File: src/rtl/mau_pkg.sv
// Shared types for the memory access unit: size encodings, FSM states,
// captured request record and the alignment check.
package mau_pkg;

    typedef enum logic [1:0] {
        SZ_BYTE = 2'b00,
        SZ_HALF = 2'b01,
        SZ_WORD = 2'b10,
        SZ_RSVD = 2'b11
    } size_e;

    typedef enum logic [2:0] {
        IDLE   = 3'd0,
        LOAD   = 3'd1,
        STORE  = 3'd2,
        RMW_RD = 3'd3,
        RMW_WR = 3'd4,
        RESP   = 3'd5
    } state_e;

    typedef struct packed {
        logic        write;
        size_e       size;
        logic        is_unsigned;
        logic [31:0] addr;
        logic [31:0] wdata;
    } req_t;

    // Reserved size is reported the same way as a misaligned access.
    function automatic logic is_bad_access(input size_e sz, input logic [1:0] lo);
        case (sz)
            SZ_BYTE: is_bad_access = 1'b0;
            SZ_HALF: is_bad_access = lo[0];
            SZ_WORD: is_bad_access = |lo;
            default: is_bad_access = 1'b1;
        endcase
    endfunction

endpackage

File: src/rtl/mau_lane_align.sv
// Little-endian lane merge for sub-word stores and lane extraction/extension for loads.
// Latency: combinational.
// Backpressure: none.
module mau_lane_align
    import mau_pkg::*;
(
    input  logic [31:0] mem_word,
    input  logic [31:0] store_data,
    input  size_e       size,
    input  logic [1:0]  lane,
    input  logic        is_unsigned,
    output logic [31:0] merged_word,
    output logic [31:0] load_data
);

    logic [31:0] byte_shift;
    logic [31:0] half_shift;

    assign byte_shift = mem_word >> {lane, 3'b000};
    assign half_shift = mem_word >> {lane[1], 4'b0000};

    always_comb begin
        merged_word = mem_word;
        case (size)
            SZ_BYTE: merged_word[{lane, 3'b000} +: 8]     = store_data[7:0];
            SZ_HALF: merged_word[{lane[1], 4'b0000} +: 16] = store_data[15:0];
            default: merged_word = store_data;
        endcase
    end

    always_comb begin
        load_data = mem_word;
        case (size)
            SZ_BYTE: load_data = is_unsigned ? {24'h0, byte_shift[7:0]}
                                             : {{24{byte_shift[7]}}, byte_shift[7:0]};
            SZ_HALF: load_data = is_unsigned ? {16'h0, half_shift[15:0]}
                                             : {{16{half_shift[15]}}, half_shift[15:0]};
            default: load_data = mem_word;
        endcase
    end

endmodule

File: src/rtl/mem_access_unit.sv
// Byte/halfword/word load-store unit over a word-wide synchronous-write memory.
// Latency: load/word store 2 cycles, sub-word store (read-modify-write) 3, error 1.
// Backpressure: req_ready only in IDLE; responses are single-cycle pulses with no stall.
module mem_access_unit
    import mau_pkg::*;
(
    input  logic        clk,
    input  logic        reset,
    input  logic        req_valid,
    output logic        req_ready,
    input  logic        req_write,
    input  logic [1:0]  req_size,
    input  logic        req_unsigned,
    input  logic [31:0] req_addr,
    input  logic [31:0] req_wdata,
    output logic        resp_valid,
    output logic [31:0] resp_rdata,
    output logic        resp_error,
    output logic [31:0] address,
    output logic [31:0] write_data,
    output logic        mem_read,
    output logic        mem_write,
    input  logic [31:0] read_data
);

    state_e      state;
    req_t        cap;
    logic        mem_read_q;
    logic        mem_write_q;
    logic [31:0] merged_word;
    logic [31:0] load_data;
    size_e       in_size;

    assign in_size   = size_e'(req_size);
    assign req_ready = (state == IDLE);
    assign address   = {cap.addr[31:2], 2'b00};
    // Gate strobes with reset so an access in flight never touches memory.
    assign mem_read  = mem_read_q  & ~reset;
    assign mem_write = mem_write_q & ~reset;

    mau_lane_align u_lane_align (
        .mem_word    (read_data),
        .store_data  (cap.wdata),
        .size        (cap.size),
        .lane        (cap.addr[1:0]),
        .is_unsigned (cap.is_unsigned),
        .merged_word (merged_word),
        .load_data   (load_data)
    );

    always_ff @(posedge clk) begin
        if (reset) begin
            state       <= IDLE;
            cap         <= '0;
            mem_read_q  <= 1'b0;
            mem_write_q <= 1'b0;
            write_data  <= '0;
            resp_valid  <= 1'b0;
            resp_rdata  <= '0;
            resp_error  <= 1'b0;
        end else begin
            case (state)
                IDLE: begin
                    resp_valid <= 1'b0;
                    if (req_valid) begin
                        cap <= '{write: req_write, size: in_size, is_unsigned: req_unsigned,
                                 addr: req_addr, wdata: req_wdata};
                        if (is_bad_access(in_size, req_addr[1:0])) begin
                            state      <= RESP;
                            resp_valid <= 1'b1;
                            resp_error <= 1'b1;
                            resp_rdata <= '0;
                        end else if (!req_write) begin
                            state      <= LOAD;
                            mem_read_q <= 1'b1;
                        end else if (in_size == SZ_WORD) begin
                            state       <= STORE;
                            mem_write_q <= 1'b1;
                            write_data  <= req_wdata;
                        end else begin
                            state      <= RMW_RD;
                            mem_read_q <= 1'b1;
                        end
                    end
                end
                LOAD: begin
                    mem_read_q <= 1'b0;
                    state      <= RESP;
                    resp_valid <= 1'b1;
                    resp_error <= 1'b0;
                    resp_rdata <= load_data;
                end
                STORE: begin
                    mem_write_q <= 1'b0;
                    state       <= RESP;
                    resp_valid  <= 1'b1;
                    resp_error  <= 1'b0;
                    resp_rdata  <= '0;
                end
                RMW_RD: begin
                    // The merged word is registered here; RMW_WR only drives it out.
                    mem_read_q  <= 1'b0;
                    mem_write_q <= 1'b1;
                    write_data  <= merged_word;
                    state       <= RMW_WR;
                end
                RMW_WR: begin
                    mem_write_q <= 1'b0;
                    state       <= RESP;
                    resp_valid  <= 1'b1;
                    resp_error  <= 1'b0;
                    resp_rdata  <= '0;
                end
                RESP: begin
                    resp_valid <= 1'b0;
                    state      <= IDLE;
                end
                default: begin
                    state       <= IDLE;
                    mem_read_q  <= 1'b0;
                    mem_write_q <= 1'b0;
                    resp_valid  <= 1'b0;
                end
            endcase
        end
    end

endmodule

File: config.mk
export PLATFORM = sky130hd
export DESIGN_NAME = mem_access_unit
export DESIGN_NICKNAME = d
export VERILOG_FILES = /design/src/rtl/mau_pkg.sv /design/src/rtl/mau_lane_align.sv /design/src/rtl/mem_access_unit.sv
export SDC_FILE = /design/constraint.sdc
export NUM_CORES = 1
export LEC_CHECK = 0
export BUFFER_PORTS_ARGS = -buffer_cell sky130_fd_sc_hd__buf_2
export CAP_MARGIN = 20
export CORE_ASPECT_RATIO = 1.4
export CORE_UTILIZATION = 35
export CTS_BUF_LIST = sky130_fd_sc_hd__clkbuf_4 sky130_fd_sc_hd__clkbuf_8
export DETAILED_ROUTE_END_ITERATION = 10
export MAX_ROUTING_LAYER = met4
export SYNTH_ARGS = -nofsm -noshare
export SYNTH_HDL_FRONTEND = slang
export SYNTH_SLANG_ARGS = --single-unit
File: constraint.sdc
create_clock -name clk -period 2.7 [get_ports clk]
set_input_delay 0.135 -clock clk [delete_from_list [all_inputs] [get_ports clk]]
set_output_delay 0.135 -clock clk [all_outputs]
set_load 0.01 [all_outputs]
## Word-level counts from Yosys, hierarchy flattened

Index checks and enable logic that the tools add are counted.

- Add/subtract/negate cells: 2
- Eq/ne operators: 14
- Shift-type cells: 6
- Mux-type cells: 39
- Bitwise logic cells: 5
- Reductions and logical operators: 17

Operators with widths:

| operator | number |
|---|---|
| two-way mux 32 bit | 8 |
| one-hot mux 32 bit (2 select lines) | 3 |
| one-hot mux 32 bit (3 select lines) | 1 |
| bitwise mux 32 bit | 2 |
| variable shift 16 x 7 -> 32 bit, first input constant | 1 |
| variable shift 8 x 7 -> 32 bit, first input constant | 1 |
| variable part select 16 x 7 -> 32 bit | 1 |
| variable part select 8 x 7 -> 32 bit | 1 |
| right shift 32 x 5 -> 16 bit | 1 |
| right shift 32 x 5 -> 8 bit | 1 |
| two-way mux 1 bit | 16 |
| negator 5 -> 7 bit | 2 |
| AND reduction 5 bit | 2 |
| one-hot mux 1 bit (3 select lines) | 3 |
| one-hot mux 3 bit (3 select lines) | 1 |
| == test 3 x 2 -> 1 bit, second input constant | 2 |
| == test 3 bit, second input constant | 2 |
| two-way mux 3 bit | 2 |
| != test 2 x 1 -> 1 bit, second input constant | 3 |
| AND reduction 3 bit | 2 |
| OR reduction 2 bit | 3 |
| OR reduction 3 bit | 2 |
| == test 2 x 1 -> 1 bit, second input constant | 2 |
| logical NOT 2 bit | 2 |
| 13 further kinds | 19 |

- Flip-flop bits (word level): 138
- Input port bits: 103
- Output and inout port bits: 101
- Word-level logic and storage cells: 94

## Logic depth before layout (Yosys ltp)

- Depth in word-level cells: 8
- Depth in mapped cells: 11
- Gate-level depth less buffers: 6

## Modules after synthesis

From an unflattened synthesis, not the netlist that was laid out.

- Cells, all modules: 921
- Area total of the unflattened synthesis: 7612.3 µm²

Modules (own cells, without submodules):

| module | instances | cells each | area an instance (µm²) | seq. area each (µm²) |
|---|---|---|---|---|
| mem_access_unit | 1 | 671 | 5771.8 | 2762.6 |
| mau_lane_align | 1 | 250 | 1840.5 | 0.0 |

## Worst setup path after synthesis

No wires, ideal clock.

- Kind: register -> register
- Start point: register cap[33] (netlist bit)
- End point: register write_data[16]
- Data arrival time: 2551 ps
- Data required time: 2613 ps
- Slack: 62 ps
- Cell stages (with the launch flop): 11
- Path buffers: 4
- Period minus slack after synthesis: 2638 ps
- Path through: dfxtp_1 -> buf_2 -> buf_2 -> buf_2 -> inv_1 -> ha_1 -> clkbuf_2 -> or4bb_1 -> nor2_1 -> a211oi_1 -> o31ai_1

- Longest elaborated chain between the ends: 5
- Elaborated cells on any way between the ends: 10

Ends and longest elaborated chain:

| what | line | RTL |
|---|---|---|
| start, declared | mem_access_unit.sv:27 | `req_t cap;` |
| start signal, assigned | mem_access_unit.sv:66 | `cap <= '{write: req_write, size: in_size, is_unsigned: req_unsigned,` |
| negator 5 -> 7 bit (on tied branches) | mau_lane_align.sv:26, mau_lane_align.sv:25 |  |
| variable part select 16 x 7 -> 32 bit, or another cell as far along | mau_lane_align.sv:26 | `SZ_HALF: merged_word[{lane[1], 4'b0000} +: 16] = store_data[15:0];` |
| bitwise mux 32 bit (on tied branches) | mau_lane_align.sv:26, mau_lane_align.sv:25 |  |
| one-hot mux 32 bit (2 select lines) (*) | mau_lane_align.sv:24 | `case (size)` |
| one-hot mux 32 bit (2 select lines) (*) | mem_access_unit.sv:62 | `case (state)` |
| end signal, assigned | mem_access_unit.sv:79 | `write_data <= req_wdata;` |
| end signal, assigned | mem_access_unit.sv:104 | `write_data <= merged_word;` |
| end, declared | mem_access_unit.sv:20 | `output logic [31:0] write_data,` |

Mark *: on every way between the ends. The rest lies on a longest branch, timed or not.
A chain may end at the register's enable or synchronous reset.

## Worst setup path in the final report

- Start point: register cap[32] (netlist bit)
- End point: register write_data[22]

- Longest elaborated chain between the ends: 5
- Elaborated cells on any way between the ends: 6

Ends and longest elaborated chain:

| what | line | RTL |
|---|---|---|
| negator 5 -> 7 bit (*) | mau_lane_align.sv:25 | `SZ_BYTE: merged_word[{lane, 3'b000} +: 8] = store_data[7:0];` |
| variable part select 8 x 7 -> 32 bit / variable shift 8 x 7 -> 32 bit (equally long branches) | mau_lane_align.sv:25 |  |
| bitwise mux 32 bit (*) | mau_lane_align.sv:25 |  |
| one-hot mux 32 bit (2 select lines) (*) | mau_lane_align.sv:24 |  |
| one-hot mux 32 bit (2 select lines) (*) | mem_access_unit.sv:62 |  |

Marks and branches as above.

==> run summary <==
Post-synth top area share = 0.385
Max Cap Viol = 0
Layout cells sized above 1 = 0.249
RSZ-0062 raised after global routing = no
Initial antenna violation count = 0
Startpoint types = flip-flop
Vias in the first global route = 7,164
TritonCTS buffer count = 17
Global route total overflow = 0
N_diodes = 0
CTS tree = yes
Clk sinks = 138
Register area share after synthesis = 0.385
Final Wtd Congestion = 0.901
Ys async rst share = 0
CP Data Arrival Time = 2.76 ns
Largest net degree at the start of global routing = 53
Vias = 7,397
Global-route usage over all layers = 0.251
Core Box Area = 20,000 um^2
Min-Delay Path Class = input port to flip-flop
Starting Density = 0.359
Worst-path maximum fanout = 11
Avg Inst Size Synth = 8.15 um^2
Post-layout util = 0.465
Post-Route WL = 25,200 um
# rows = 61
Post_cts resized = 0
Routed WL per cell = 18.6 um
Chip width = 123 um
Minimum clock period = 2.39 ns
Pin slew with the least headroom to its limit = 0.956 ns
Mapped Cells = 881
Top cells by count, synth = nand2_1 (184), dfxtp_1 (138), a21oi_1 (107), nor2_1 (49), clkbuf_1 (43)
PD cells = 593 nW/um^2
Setup TNS Final = 0 ns
P_leak = 3.81 nW
Worst Setup End Kind = flip-flop
Die area = 21,100 um^2
F_max = 418 MHz
Clock latency on the worst-skew pair = 0.46 ns
Multi-input logic area = 3850 um^2
Synth cell types = 56
Synth Register Bits = 138
Drt drc = 0
Register Area = 2770 um^2
Worst path required time = 3.07 ns
VDD IR-drop max = 0.335 mV
Drt via density = 5.48
Ports = 204
Max_slew headroom = 0.362
Final Cycle Share = 0.887
Max Slew Vio Count = 0
First-pass GRT wire length = 39,200 um
DRT iter0 DRCs = 541
Critical path type = flip-flop to flip-flop
Clock-pin slew on the worst setup and hold paths = 0.08 ns
Max H-tree Level = 4
Final ANT Viol Nets = 0
Yosys warns = 0
Number of synthesized flops with an enable pin = 0
# nets final = 1,195
Drt first pass iters = 5
Final setup fails = 0
Clk_skew = 0.0117 ns
Dominant cell type by area after synthesis = dfxtp_1
Post-synth top flop = dfxtp_1
Dpl hpwl = 17,600 um
Post-Syn Area = 7180 um^2
Fillers = 2,005
Status = completed
CTS max path bufs = 2
Synth area leaders = dfxtp_1 (38%), nand2_1 (9.6%), a21oi_1 (7.5%)
Chip height = 172 um
Count of final hold-check violations = 0
Port buffer count = 201
Area delta synth->final = 29.4%
Root Buffer = clkbuf_8
Cell with the most instances after synthesis = nand2_1
==> where the power goes <==
| part | internal [mW] | total [mW] | leakage (nW) | switching, mW |
|---|---|---|---|---|
| sequential | 2.21 | 2.37 | 1.12 | 0.160 |
| combinational | 0.570 | 1.36 | 2.48 | 0.790 |
| clock | 0.982 | 1.79 | 0.211 | 0.805 |
==> state kept, by name, indices dropped and copies added (netlist names) <==
register and cells:
address 30, cap 37, mem_read_q 1, mem_write_q 1, resp_error 1, resp_rdata 32
resp_valid 1, state 3, write_data 32
==> per-stage QoR <==
step	worst slack (ns)	std cells	area [um^2]	hold slack (ns)	total power, mW
after floorplan	0.0618	882	7190	0.271	3.24
after global placement	0.409	1250	8180	0.375	3.68
after detailed placement	0.319	1250	8180	0.382	3.69
after CTS	0.304	1351	9300	0.00579	5.56
after global routing	0.145	1351	9300	0.0280	5.80
final	0.306	1351	9300	0.0257	5.51
==> final timing paths <==
kind                            cells after the start  slack [ns]           start              to
worst max-delay path                                6        0.31         cap[32]  write_data[22]
worst min register to register                      2        0.45  write_data[20]  write_data[20]
worst max register to register                      6        0.31         cap[32]  write_data[22]
worst min-delay path                                3        0.03   read_data[18]  resp_rdata[18]
==> logic make-up after synthesis <==
family | Yosys count | share of synthesized area
multiplexers | 36 | 0.0547
adder cells (fa/ha/maj) | 6 | 0.0101
other | 1 | 0.000522
flip-flops | 138 | 0.385
AO/OA/AOI/OAI | 270 | 0.265
XOR/XNOR | 1 | 0.00122
AND/OR/NAND/NOR | 312 | 0.200
buffers and inverters | 117 | 0.0836
==> worst max-delay path: stages, from the launching register on <==
cell      delay (ns)
dfxtp_1         0.33
inv_1           0.14
ha_1            0.52
or4bb_1         0.42
nor2_1          0.48
a211oi_1        0.16
o31ai_1         0.25
==> layer usage <==
layer  vias up  GRT usage  routed length (um)
met3        76     0.0461                1410
met1      3502      0.281                9830
met2       278      0.418               12600
met4         0      0.139                1340
met5         -          -                   0
li1       3541          -                   -
==> area by class of cell <==
type / instances / area share
multi-input cells: 627 / 0.414
clock inverters: 6 / 0.00915
inverters: 9 / 0.00363
flip-flops and latches: 138 / 0.297
repair buffers: 294 / 0.206
clock buffers: 25 / 0.0357
well taps: 252 / 0.0339
==> cell usage in the layout, fill, tap and decap left out, drive strengths merged, types with 3 or more instances in the layout <==
master | synthesis | layout
nor4bb | 9 | 9
o31ai | 24 | 24
or3 | 7 | 7
o21bai | 6 | 6
a21oi | 108 | 108
clkbuf | 44 | 25
mux2i | 28 | 28
nand2b | 27 | 27
nor3 | 3 | 3
o21ai | 22 | 22
nand4 | 8 | 8
a221o | 25 | 25
nor2b | 11 | 11
a32o | 22 | 22
buf | 64 | 224
a221oi | 18 | 18
nor2 | 49 | 49
o2bb2ai | 17 | 17
a211oi | 10 | 10
inv | 9 | 9
dlygate4sd3 | 0 | 70
and3b | 3 | 3
ha | 5 | 5
mux2 | 6 | 6
nand2 | 184 | 184
dfxtp | 138 | 138
o32a | 6 | 6
==> what timing repair did <==
action / in CTS / in global routing
setup buffers: 0 / 0
hold buffers: 70 / 0
hold endpoints to repair: 91 / 0
(Power assumes the default switching activity.)
